$ cat config.mk
export PLATFORM = sky130hd
export DESIGN_NAME = bus_interconnect
export DESIGN_NICKNAME = d
export VERILOG_FILES = /design/src/rtl/bus_interconnect.sv
export SDC_FILE = /design/constraint.sdc
export NUM_CORES = 1
export LEC_CHECK = 0
export CORE_MARGIN = 10
export CORE_UTILIZATION = 42
export DETAILED_ROUTE_END_ITERATION = 8
export GPL_TIMING_DRIVEN = 0
export PLACE_DENSITY = 0.82
export SLEW_MARGIN = 15
export SYNTH_ARGS = -nofsm -noshare
export SYNTH_HDL_FRONTEND = slang
export SYNTH_SLANG_ARGS = --single-unit
$ cat constraint.sdc
create_clock -name clk_i -period 1.86 [get_ports clk_i]
set_input_delay 0.279 -clock clk_i [delete_from_list [all_inputs] [get_ports clk_i]]
set_output_delay 0.279 -clock clk_i [all_outputs]
set_load 0.01 [all_outputs]
$ cat src/rtl/bus_interconnect.sv
// Single-master, two-slave address-decoding interconnect with a per-transaction
// timeout, an unmapped-address error response and a sticky error-address log.
module bus_interconnect #(
    parameter int unsigned TIMEOUT_CYCLES = 64,
    parameter logic [31:0] ERR_DATA       = 32'hDEAD_BEEF
) (
    input  logic        clk_i,
    input  logic        rst_n,
    input  logic        I_BUS_EN,
    input  logic        I_BUS_WE,
    input  logic [1:0]  I_BUS_SIZE,
    input  logic [15:0] I_BUS_ADDR,
    input  logic [31:0] I_BUS_WRITE_DATA,
    output logic        O_BUS_RDY,
    output logic [31:0] O_BUS_READ_DATA,
    output logic        O_BUS_ERR,
    output logic [15:0] O_ERR_ADDR,
    input  logic        I_ERR_CLR,
    output logic [15:0] O_S_ADDR,
    output logic [1:0]  O_S_SIZE,
    output logic [31:0] O_S_WDATA,
    output logic        O_S0_EN,
    output logic        O_S0_WE,
    output logic        O_S1_EN,
    output logic        O_S1_WE,
    input  logic        I_S0_RDY,
    input  logic        I_S1_RDY,
    input  logic [31:0] I_S0_RDATA,
    input  logic [31:0] I_S1_RDATA
);

    typedef enum logic [1:0] {
        ST_IDLE = 2'd0,
        ST_WAIT = 2'd1,
        ST_DONE = 2'd2
    } state_e;

    // The count runs 0..TIMEOUT_CYCLES-1 while the strobe is held.
    localparam logic [7:0] TO_LAST = 8'(TIMEOUT_CYCLES - 1);

    state_e      state_q, state_d;
    logic        armed_q, armed_d;
    logic [7:0]  cnt_q, cnt_d;
    logic        sel_q, sel_d;
    logic        we_q, we_d;
    logic [15:0] s_addr_q, s_addr_d;
    logic [1:0]  s_size_q, s_size_d;
    logic [31:0] s_wdata_q, s_wdata_d;
    logic        s0_en_q, s0_en_d, s0_we_q, s0_we_d;
    logic        s1_en_q, s1_en_d, s1_we_q, s1_we_d;
    logic        rdy_q, rdy_d;
    logic [31:0] rdata_q, rdata_d;
    logic        err_q, err_d;
    logic [15:0] err_addr_q, err_addr_d;

    logic        req_s;
    logic        unmapped_s;
    logic        slave_rdy_s;
    logic        set_err_s;

    assign req_s       = I_BUS_EN | I_BUS_WE;
    assign unmapped_s  = (I_BUS_ADDR[15:14] == 2'b11);
    assign slave_rdy_s = sel_q ? I_S1_RDY : I_S0_RDY;

    // Next-state and next-output logic for the transfer FSM.
    always_comb begin
        state_d    = state_q;
        armed_d    = req_s ? armed_q : 1'b1;
        cnt_d      = cnt_q;
        sel_d      = sel_q;
        we_d       = we_q;
        s_addr_d   = s_addr_q;
        s_size_d   = s_size_q;
        s_wdata_d  = s_wdata_q;
        s0_en_d    = s0_en_q;
        s0_we_d    = s0_we_q;
        s1_en_d    = s1_en_q;
        s1_we_d    = s1_we_q;
        rdy_d      = 1'b0;
        rdata_d    = rdata_q;
        err_addr_d = err_addr_q;
        set_err_s  = 1'b0;

        case (state_q)
            ST_IDLE: begin
                if (armed_q && req_s) begin
                    armed_d   = 1'b0;
                    cnt_d     = 8'd0;
                    sel_d     = I_BUS_ADDR[15];
                    we_d      = I_BUS_WE;
                    s_addr_d  = I_BUS_ADDR;
                    s_size_d  = I_BUS_SIZE;
                    s_wdata_d = I_BUS_WRITE_DATA;
                    if (unmapped_s) begin
                        state_d    = ST_DONE;
                        rdy_d      = 1'b1;
                        rdata_d    = ERR_DATA;
                        set_err_s  = 1'b1;
                        err_addr_d = I_BUS_ADDR;
                    end else begin
                        state_d = ST_WAIT;
                        s0_en_d = ~I_BUS_ADDR[15] & ~I_BUS_WE;
                        s0_we_d = ~I_BUS_ADDR[15] &  I_BUS_WE;
                        s1_en_d =  I_BUS_ADDR[15] & ~I_BUS_WE;
                        s1_we_d =  I_BUS_ADDR[15] &  I_BUS_WE;
                    end
                end else begin
                    state_d = ST_IDLE;
                end
            end
            ST_WAIT: begin
                if (slave_rdy_s) begin
                    state_d = ST_DONE;
                    rdy_d   = 1'b1;
                    rdata_d = we_q ? 32'h0000_0000 : (sel_q ? I_S1_RDATA : I_S0_RDATA);
                    s0_en_d = 1'b0;
                    s0_we_d = 1'b0;
                    s1_en_d = 1'b0;
                    s1_we_d = 1'b0;
                end else if (cnt_q == TO_LAST) begin
                    state_d    = ST_DONE;
                    rdy_d      = 1'b1;
                    rdata_d    = ERR_DATA;
                    set_err_s  = 1'b1;
                    err_addr_d = s_addr_q;
                    s0_en_d    = 1'b0;
                    s0_we_d    = 1'b0;
                    s1_en_d    = 1'b0;
                    s1_we_d    = 1'b0;
                end else begin
                    cnt_d = cnt_q + 8'd1;
                end
            end
            ST_DONE: begin
                state_d = ST_IDLE;
            end
            default: begin
                state_d = ST_IDLE;
                s0_en_d = 1'b0;
                s0_we_d = 1'b0;
                s1_en_d = 1'b0;
                s1_we_d = 1'b0;
            end
        endcase

        // A new error outranks a simultaneous clear.
        if (set_err_s) begin
            err_d = 1'b1;
        end else if (I_ERR_CLR) begin
            err_d = 1'b0;
        end else begin
            err_d = err_q;
        end
    end

    // State and output registers with synchronous active-low reset.
    always_ff @(posedge clk_i) begin
        if (!rst_n) begin
            state_q    <= ST_IDLE;
            armed_q    <= 1'b1;
            cnt_q      <= 8'd0;
            sel_q      <= 1'b0;
            we_q       <= 1'b0;
            s_addr_q   <= 16'h0000;
            s_size_q   <= 2'b00;
            s_wdata_q  <= 32'h0000_0000;
            s0_en_q    <= 1'b0;
            s0_we_q    <= 1'b0;
            s1_en_q    <= 1'b0;
            s1_we_q    <= 1'b0;
            rdy_q      <= 1'b0;
            rdata_q    <= 32'h0000_0000;
            err_q      <= 1'b0;
            err_addr_q <= 16'h0000;
        end else begin
            state_q    <= state_d;
            armed_q    <= armed_d;
            cnt_q      <= cnt_d;
            sel_q      <= sel_d;
            we_q       <= we_d;
            s_addr_q   <= s_addr_d;
            s_size_q   <= s_size_d;
            s_wdata_q  <= s_wdata_d;
            s0_en_q    <= s0_en_d;
            s0_we_q    <= s0_we_d;
            s1_en_q    <= s1_en_d;
            s1_we_q    <= s1_we_d;
            rdy_q      <= rdy_d;
            rdata_q    <= rdata_d;
            err_q      <= err_d;
            err_addr_q <= err_addr_d;
        end
    end

    assign O_BUS_RDY       = rdy_q;
    assign O_BUS_READ_DATA = rdata_q;
    assign O_BUS_ERR       = err_q;
    assign O_ERR_ADDR      = err_addr_q;
    assign O_S_ADDR        = s_addr_q;
    assign O_S_SIZE        = s_size_q;
    assign O_S_WDATA       = s_wdata_q;
    assign O_S0_EN         = s0_en_q;
    assign O_S0_WE         = s0_we_q;
    assign O_S1_EN         = s1_en_q;
    assign O_S1_WE         = s1_we_q;

endmodule

; ---- After elaboration in Yosys (flattened, before gate mapping)
; Cells that the tools add are included.
; W data, S select, Z words.
[classes]
n_shift = 0
order_cmp = 0
div_mod_pow = 0
n_mux = 48
n_reduce_logical = 9
n_mul = 0
n_addsub = 1
n_eq_ne = 11
bitwise_logic = 8
[ops]
columns = cell, count
row1 = $mux W32, 6
row2 = $mux W16, 4
row3 = $pmux W32 S2, 1
row4 = $pmux W16 S2, 1
row5 = $mux W8, 3
row6 = $mux W1, 21
row7 = $pmux W8 S2, 1
row8 = $ne A2 B2 Y1 const B, 6
row9 = $pmux W1 S3, 4
row10 = $reduce_and A4 Y1, 3
row11 = $add A8 B1 Y8 const B, 1
row12 = $eq A8 B6 Y1 const B, 1
row13 = $mux W2, 4
row14 = $reduce_and A5 Y1, 1
row15 = $and A1 B1 Y1, 4
row16 = $eq A2 B2 Y1 const B, 2
row17 = $pmux W1 S2, 2
row18 = $pmux W2 S2, 1
row19 = $reduce_bool A2 Y1, 2
row20 = $ne A3 B3 Y1 const B, 1
row21 = $not A1 Y1, 3
row22 = $eq A2 B1 Y1 const B, 1
row23 = $logic_not A2 Y1, 1
row24 = $reduce_and A2 Y1, 1
row25 = 2 further kinds, 2
[totals]
latch_bits = 0
in_bits = 121
ram_bits = 0
register_bits = 117
wordCells = 93
memories = 0
out_inout_bits = 104
rom_bits = 0

; ---- Depth between registers and ports, before layout
; Gate-level depths: netlist of the first run.
[logic_depth]
depth_word = 5
mapped_depth = 8
mapped_depth_nobuf = 5

; ---- Worst setup path before layout of the first run
; OpenSTA, ideal clock, no wires.
[synth_timing]
path_type = register to register
from = reg sel_q
to = reg rdata_q[12] (netlist: O_BUS_READ_DATA[12])
period_less_slack_ps = 1672
path_buffers = 3
setup_time_ps = 119
setup_slack_ps = 188
t_required_ps = 1741
path_stages_with_launch = 8
arrival_time_ps = 1553
cell_sequence = dfxtp_1 > buf_6 > mux2i_4 > o211ai_4 > and2_1 > buf_2 > buf_4 > o221a_2
[synth_between]
elab_chain_cells = 4
elab_cells_between_ends = 7
classes_between = eq/ne: 1 / mux: 5 / reduce/logical: 1
[synth_lines]
columns = item, line_no
row1 = "start, declared", 44  ; logic sel_q, sel_d;
row2 = "start signal, assigned", 179  ; sel_q <= sel_d;
row3 = $mux W32 (2 in series), 115  ; rdata_d = we_q ? 32'h0000_0000 : (sel_q ? I_S1_RDATA : I_S0_RDATA);
row4 = $mux W32, 112  ; if (slave_rdy_s) begin
row5 = $pmux W32 S2, 84  ; case (state_q)
row6 = "end signal, assigned", 189  ; rdata_q <= rdata_d;
row7 = "end, declared", 52  ; logic [31:0] rdata_q, rdata_d;
; Several ways; a longest one is shown, not always the timed one.
; A chain may end at the register's enable or synchronous reset.

; ---- Worst setup path after layout of the first run
; Same ends and word-level chain as after synthesis.

==> reports/metrics.csv, run 1 <==
metric;value;unit
CTS tree;done;
clk_lat worst skew;0.41;ns
net count after synthesis;653;
CP top delay family;buffers and inverters;
crit-path cells;buf_6, mux2i_4, o211ai_4, and2_1, buf_2, buf_6, o221a_2;
Worst Path Required;2.16;ns
Clk pwr share;38.7;%
Die X;127.9;um
GRT overflow;0;
critical path class;flip-flop to flip-flop;
share of cells above drive strength 1;13.05;%
status;finished clean;
Place WS;-0.4607;ns
antenna violations before repair;0;
Non-Filler Instances;940;
I/O pin cnt;225;
Slowest Stage Delay on Critical Path;0.35;ns
reg-to-reg startpoint;sel_q$_SDFFE_PN0P_;
post-synthesis register bit count;116;
switch share;28.57;%
placed cells;898;
area of the die;16370;um2
switching pwr;0.002242;W
max-slew violation count;0;
clock buffer count from CTS;17;
Mapped Avg Cell Area;9.216;um2
internal cell power;0.005606;W
hold path cells;3;
startpoint type of the worst setup path;flip-flop;
Post-layout nets;906;
CTS root buffer;clkbuf_16;
largest net degree at the start of global routing;17;
max-cap violations;0;
Seq pwr share;36.7;%
Syn Inst Count;531;
crit share post-route;96.23;%
# fillers;869;
clk_skew;0.009003;ns
Die H;127.9;um
most common cell after layout, fill and taps aside;clkdlybuf4s50_1;
Logic pwr share;24.5;%
Worst R2R End;O_BUS_READ_DATA[12]$_SDFFE_PN0P_;
hpwl dp;13470;um
Worst setup endpoint;O_BUS_READ_DATA[12]$_SDFFE_PN0P_;
Max-slew headroom;51.06;%
post-cts hold buffer count;0;
crit path time final;1.790;ns
row count;39;
CP Buf/Inv Count;3;
vias;4943;
pwr/cell area;978.6;nW/um2
Clock Sinks;116;
synthesized area;4893;um2
Via density;5.259;
reg2reg path depth;7;
routed wire length;17650;um
Lkg Pwr;3.006;nW
Layout area overhead;63.90;%
fmax;0.5587;GHz
first-pass GRT wire length;26790;um
Seq/Total Area, Yosys;47.46;%
Worst EP arrival;2.09;ns
Worst Tran Pin Value;0.7340;ns
First DRT Iteration DRCs;273;
most frequent cells in the layout;clkdlybuf4s50_1 (223), nand2_1 (128), dfxtp_1 (114), a21oi_1 (55), mux2i_1 (51);
endpoints failing setup;0;
Most used DFF post-synth;dfxtp_1;
Critical-path top delay cell;mux2i_4;
most used cell, CP;buf_6;
post-route setup slack;0.07021;ns
Pre-antenna DRT Iters;5;
cell depth of the worst setup path;7;
Final Wtd Congestion;0.7804;
# DRC;0;
starting density of the core;42.86;%
Clock Pin Slew Worst Setup and Hold Paths;0.06;ns
crit end category;flip-flop;
H-tree levels;4;
Yosys cell types;48;
WL/cell;18.77;um
Hold Path Class;primary input to flip-flop;
Peak VDD IR;749.1;uV
critical-path maximum fanout;10;
gr usage total;20.23;%
post-synthesis async set-or-reset flop share;0;%
reg2reg setup slack;0.07;ns
DRT antenna net count;0;
Ys Warns;0;
Clock Tree Buf Depth;2;
Final Hold Viols;0;
vias in the first global route;5097;
n_diodes;0;
Worst Hold Launch;I_BUS_WE;
crit path launch;sel_q$_SDFFE_PN0P_;
Post-synth EDFFs;0;
IO buf count;224;
Core Region;11420;um2
## power groups by stage
stage                     combinational (W)  clock, W  sequential [W]
after floorplan                    0.000777         0         0.00302
after global placement              0.00181         0         0.00291
after detailed placement            0.00185         0         0.00293
after CTS                           0.00189   0.00309         0.00288
after global routing                0.00207   0.00320         0.00291
final                               0.00193   0.00304         0.00288
## area by class of cell
class                   count  area, um2  area share, %
clock inverters            14      131.4          1.638
flip-flops and latches    116       2325          28.99
clock buffers              18      429.2          5.351
repair buffers            234       2320          28.92
plain buffers              46      244.0          3.042
inverters                   4      15.01         0.1872
well taps                 143      178.9          2.231
multi-input cells         365       2377          29.64
## synth_stat cells (2+ instances only)
cell | number | area, um2
o21a_1 | 3 | 22.52
buf_2 | 16 | 80.08
a21oi_1 | 56 | 280.3
o21ai_0 | 2 | 10.01
nand2b_1 | 2 | 12.51
a2111o_1 | 2 | 22.52
mux2_2 | 2 | 22.52
nand2_1 | 128 | 480.5
nor2b_1 | 2 | 12.51
nand4_1 | 2 | 12.51
buf_1 | 2 | 7.510
and2_1 | 2 | 12.51
mux2i_1 | 51 | 510.5
nand3_1 | 5 | 25.02
or3_1 | 5 | 31.28
dfxtp_1 | 116 | 2322
o2bb2ai_1 | 8 | 70.07
o2111ai_1 | 2 | 17.52
and3_1 | 4 | 25.02
o221a_1 | 22 | 247.7
inv_1 | 3 | 11.26
clkbuf_1 | 21 | 78.83
nor2_1 | 29 | 108.9
o221a_2 | 18 | 202.7
buf_4 | 5 | 37.54
## tightest hold or removal path: cells and delay by family
kind | cells | cell delay [ns]
compound gates | 1 | 0.07
buf+inv | 1 | 0.23
simple gates | 1 | 0.11
## layer usage
| layer | vias up | global-route usage [%] | routed length [um] |
|---|---|---|---|
| met5 | - | 0 | 0 |
| met4 | 0 | 6.093 | 344 |
| met3 | 26 | 6.286 | 1302 |
| met2 | 209 | 36.68 | 8933 |
| met1 | 2317 | 21.94 | 7065 |
| li1 | 2391 | - | - |
## cells by family after synthesis
family,after synthesis,synth area share [%]
compound gates,122,19.79
xor+xnor,1,0.1790
fa+ha+maj,1,0.2556
buf+inv,50,4.807
flops,116,47.46
mux,54,11.35
simple gates,187,16.16
## metrics by stage
step / cell area [um2] / TNS (ns) / hold WS [ns] / power [W] / utilization, %
4_1_cts: 7921 / 0 / 0.4080 / 0.007862 / 69.37
3_3_place_gp: 7315 / -32.10 / 0.4409 / 0.004725 / 64.06
5_1_grt: 8020 / -0.1089 / 0.3444 / 0.008181 / 70.24
6_report: 8020 / 0 / 0.3453 / 0.007848 / 70.24
3_5_place_dp: 7315 / -34.75 / 0.4457 / 0.004780 / 64.06
2_1_floorplan: 4893 / 0 / 0.3949 / 0.003793 / -
## how the worst min path moves through the flow
| stage | to | slack [ns] |
|---|---|---|
| 2_1_floorplan | armed_q$_SDFF_PN1_ | 0.39 |
| 3_3_place_gp | O_S_WDATA[16]$_SDFFE_PN0P_ | 0.44 |
| 3_5_place_dp | O_S_WDATA[17]$_SDFFE_PN0P_ | 0.45 |
| 4_1_cts | O_S_WDATA[21]$_SDFFE_PN0P_ | 0.41 |
| 5_1_grt | we_q$_SDFFE_PN0P_ | 0.34 |
| 6_report | we_q$_SDFFE_PN0P_ | 0.35 |
## flip-flops by register name (all words and copies together), names as in the netlist
| signal | cells |
|---|---|
| O_S1_EN | 1 |
| O_S_WDATA | 32 |
| O_ERR_ADDR | 16 |
| state_q | 2 |
| O_BUS_READ_DATA | 32 |
| O_S1_WE | 1 |
| armed_q | 1 |
| cnt_q | 8 |
| O_S_ADDR | 15 |
| sel_q | 1 |
| O_BUS_ERR | 1 |
| O_S0_WE | 1 |
| O_S0_EN | 1 |
| O_S_SIZE | 2 |
| we_q | 1 |
| O_BUS_RDY | 1 |
## what timing repair did
item                       in CTS  in global routing
pin swaps                       2                  3
cloned                          0                  0
setup endpoints to repair      81                 84
buffers inserted                3                  7
gates resized for setup         7                 17
No activity file was read; power rests on OpenSTA's default activity.
==> inputs of run 2 (changes only) <==
- CORE_UTILIZATION: 42 -> 43
- CTS_BUF_LIST: not set -> sky130_fd_sc_hd__clkbuf_4 sky130_fd_sc_hd__clkbuf_8
- PLACE_DENSITY: 0.82 -> not set
- PLACE_DENSITY_LB_ADDON: not set -> 0.3
==> reports/metrics.csv, run 2 (synthesis results as in run 1) <==
metric;value;unit
Lkg Pwr;2.940;nW
Post-layout nets;909;
hpwl dp;13110;um
endpoints failing setup;0;
reg2reg path depth;7;
post-route setup slack;0.09825;ns
routed wire length;16860;um
Clk pwr share;30.7;%
most common cell after layout, fill and taps aside;clkdlybuf4s50_1;
first-pass GRT wire length;25940;um
Die H;126.7;um
Final Wtd Congestion;0.8136;
Layout area overhead;60.27;%
Die X;126.7;um
First DRT Iteration DRCs;252;
Worst Tran Pin Value;0.6453;ns
vias in the first global route;4920;
reg2reg setup slack;0.1;ns
Worst Path Required;2.18;ns
antenna violations before repair;0;
crit share post-route;94.72;%
Post-DP Area;7311;um2
max-cap violations;0;
critical path class;flip-flop to flip-flop;
reg-to-reg startpoint;sel_q$_SDFFE_PN0P_;
IO buf count;224;
Hold Path Class;primary input to flip-flop;
critical-path maximum fanout;10;
Pwr Total;0.006909;W
max-slew violation count;0;
Clock Sinks;116;
crit path time final;1.762;ns
Fin Setup TNS;0;ns
Final Hold Viols;0;
WL/cell;17.94;um
startpoint type of the worst setup path;flip-flop;
Logic pwr share;27.7;%
share of cells above drive strength 1;13.50;%
crit end category;flip-flop;
hold path endpoint;we_q$_SDFFE_PN0P_;
CTS root buffer;clkbuf_8;
largest net degree at the start of global routing;17;
row count;38;
hold path cells;3;
clk_skew;0.01254;ns
Place WS;-0.5287;ns
Seq pwr share;41.6;%
post-route cell area;7843;um2
Via density;5.128;
GRT overflow;0;
Clock Tree Buf Depth;2;
Clock Pin Slew Worst Setup and Hold Paths;0.07;ns
Worst Hold Launch;I_BUS_WE;
vias;4820;
starting density of the core;44.55;%
RSZ-0062 raised after global routing;false;
DRT antenna net count;0;
status;finished clean;
n_diodes;0;
pwr/cell area;881.0;nW/um2
area of the die;16050;um2
switching pwr;0.002065;W
gr usage total;19.69;%
hold slack;0.2849;ns
Core Region;10980;um2
I/O pin cnt;225;
Pre-antenna DRT Iters;5;
CTS tree;done;
# DRC;0;
fmax;0.5676;GHz
Worst EP arrival;2.08;ns
Worst R2R End;O_BUS_READ_DATA[16]$_SDFFE_PN0P_;
clock buffer count from CTS;17;
switch share;29.89;%
clk_lat worst skew;0.42;ns
most frequent cells in the layout;clkdlybuf4s50_1 (223), nand2_1 (128), dfxtp_1 (115), a21oi_1 (55), mux2i_1 (51);
internal cell power;0.004844;W
Max-slew headroom;56.98;%
Peak VDD IR;544.2;uV
H-tree levels;4;
-- run 2: cell types whose count changed in the layout (fill, tap and decap cells not counted), sizes merged --
cell | before | now
buf | 33 | 36
clkinv | 4 | 7
clkinvlp | 7 | 4
clkbuf | 41 | 42
inv | 6 | 5
-- run 2: what timing repair did --
| item | CTS | global route |
|---|---|---|
| hold buffers | 0 | 0 |
| resized for setup | 10 | 14 |
| pin swaps | 0 | 4 |
| setup buffers | 0 | 13 |
| setup endpoints to repair | 73 | 90 |
-- run 2: cell type report --
class,instances,area [um2]
Fill cell,862,3141
Multi-Input combinational cell,365,2380
Timing Repair Buffer,237,2342
Sequential cell,116,2323
Clock buffer,19,249.0
Buffer,46,246.5
Tap cell,140,175.2
Clock inverter,13,111.4
Inverter,4,15.01
-- run 2: worst max-delay path: stages (launching register included) --
cell and delay (ns):
dfxtp_2 0.34, buf_6 0.14, mux2i_4 0.33, o211ai_4 0.13, and2_1 0.15, buf_2 0.16, buf_6 0.15, o221a_2 0.26
-- run 2: how the worst max path moves through the flow --
stage          cells after the start          startpoint  slack [ns]                          endpoint
6_report                           7  sel_q$_SDFFE_PN0P_         0.1  O_BUS_READ_DATA[16]$_SDFFE_PN0P_
4_1_cts                            6  sel_q$_SDFFE_PN0P_      -0.006        O_ERR_ADDR[4]$_SDFFE_PN0P_
5_1_grt                            7  sel_q$_SDFFE_PN0P_        0.02  O_BUS_READ_DATA[12]$_SDFFE_PN0P_
3_3_place_gp                       8            I_BUS_WE       -0.44             cnt_q[3]$_SDFFE_PN0P_
3_5_place_dp                       8            I_BUS_WE       -0.53        O_S_WDATA[29]$_SDFFE_PN0P_
2_1_floorplan                      7  sel_q$_SDFFE_PN0P_        0.19  O_BUS_READ_DATA[12]$_SDFFE_PN0P_
-- run 2: stage by stage --
stage	utilization (%)	std cells
floorplan	-	531
global placement	66.56	895
detailed placement	66.56	895
CTS	70.06	927
global route	71.41	940
finish	71.41	940
-- run 2: power by group through the flow --
stage          clock network (W)  logic, W  registers (W)
2_1_floorplan                  0  0.000777        0.00302
3_3_place_gp                   0   0.00181        0.00291
3_5_place_dp                   0   0.00185        0.00293
4_1_cts                  0.00216   0.00187        0.00287
5_1_grt                  0.00226   0.00207        0.00290
6_report                 0.00212   0.00191        0.00288
-- run 2: layer usage --
layer  part of all wire (%)  GRT usage (%)
met1                     40          21.91
met2                     50          34.42
met3                    8.3          7.455
met4                    1.2          5.157
met5                      0              0
==> inputs of run 3 (changes only) <==
- CTS_CLUSTER_SIZE: not set -> 12
==> results of run 3 <==
Final layout, timing and power as in run 2 (identical DEF).
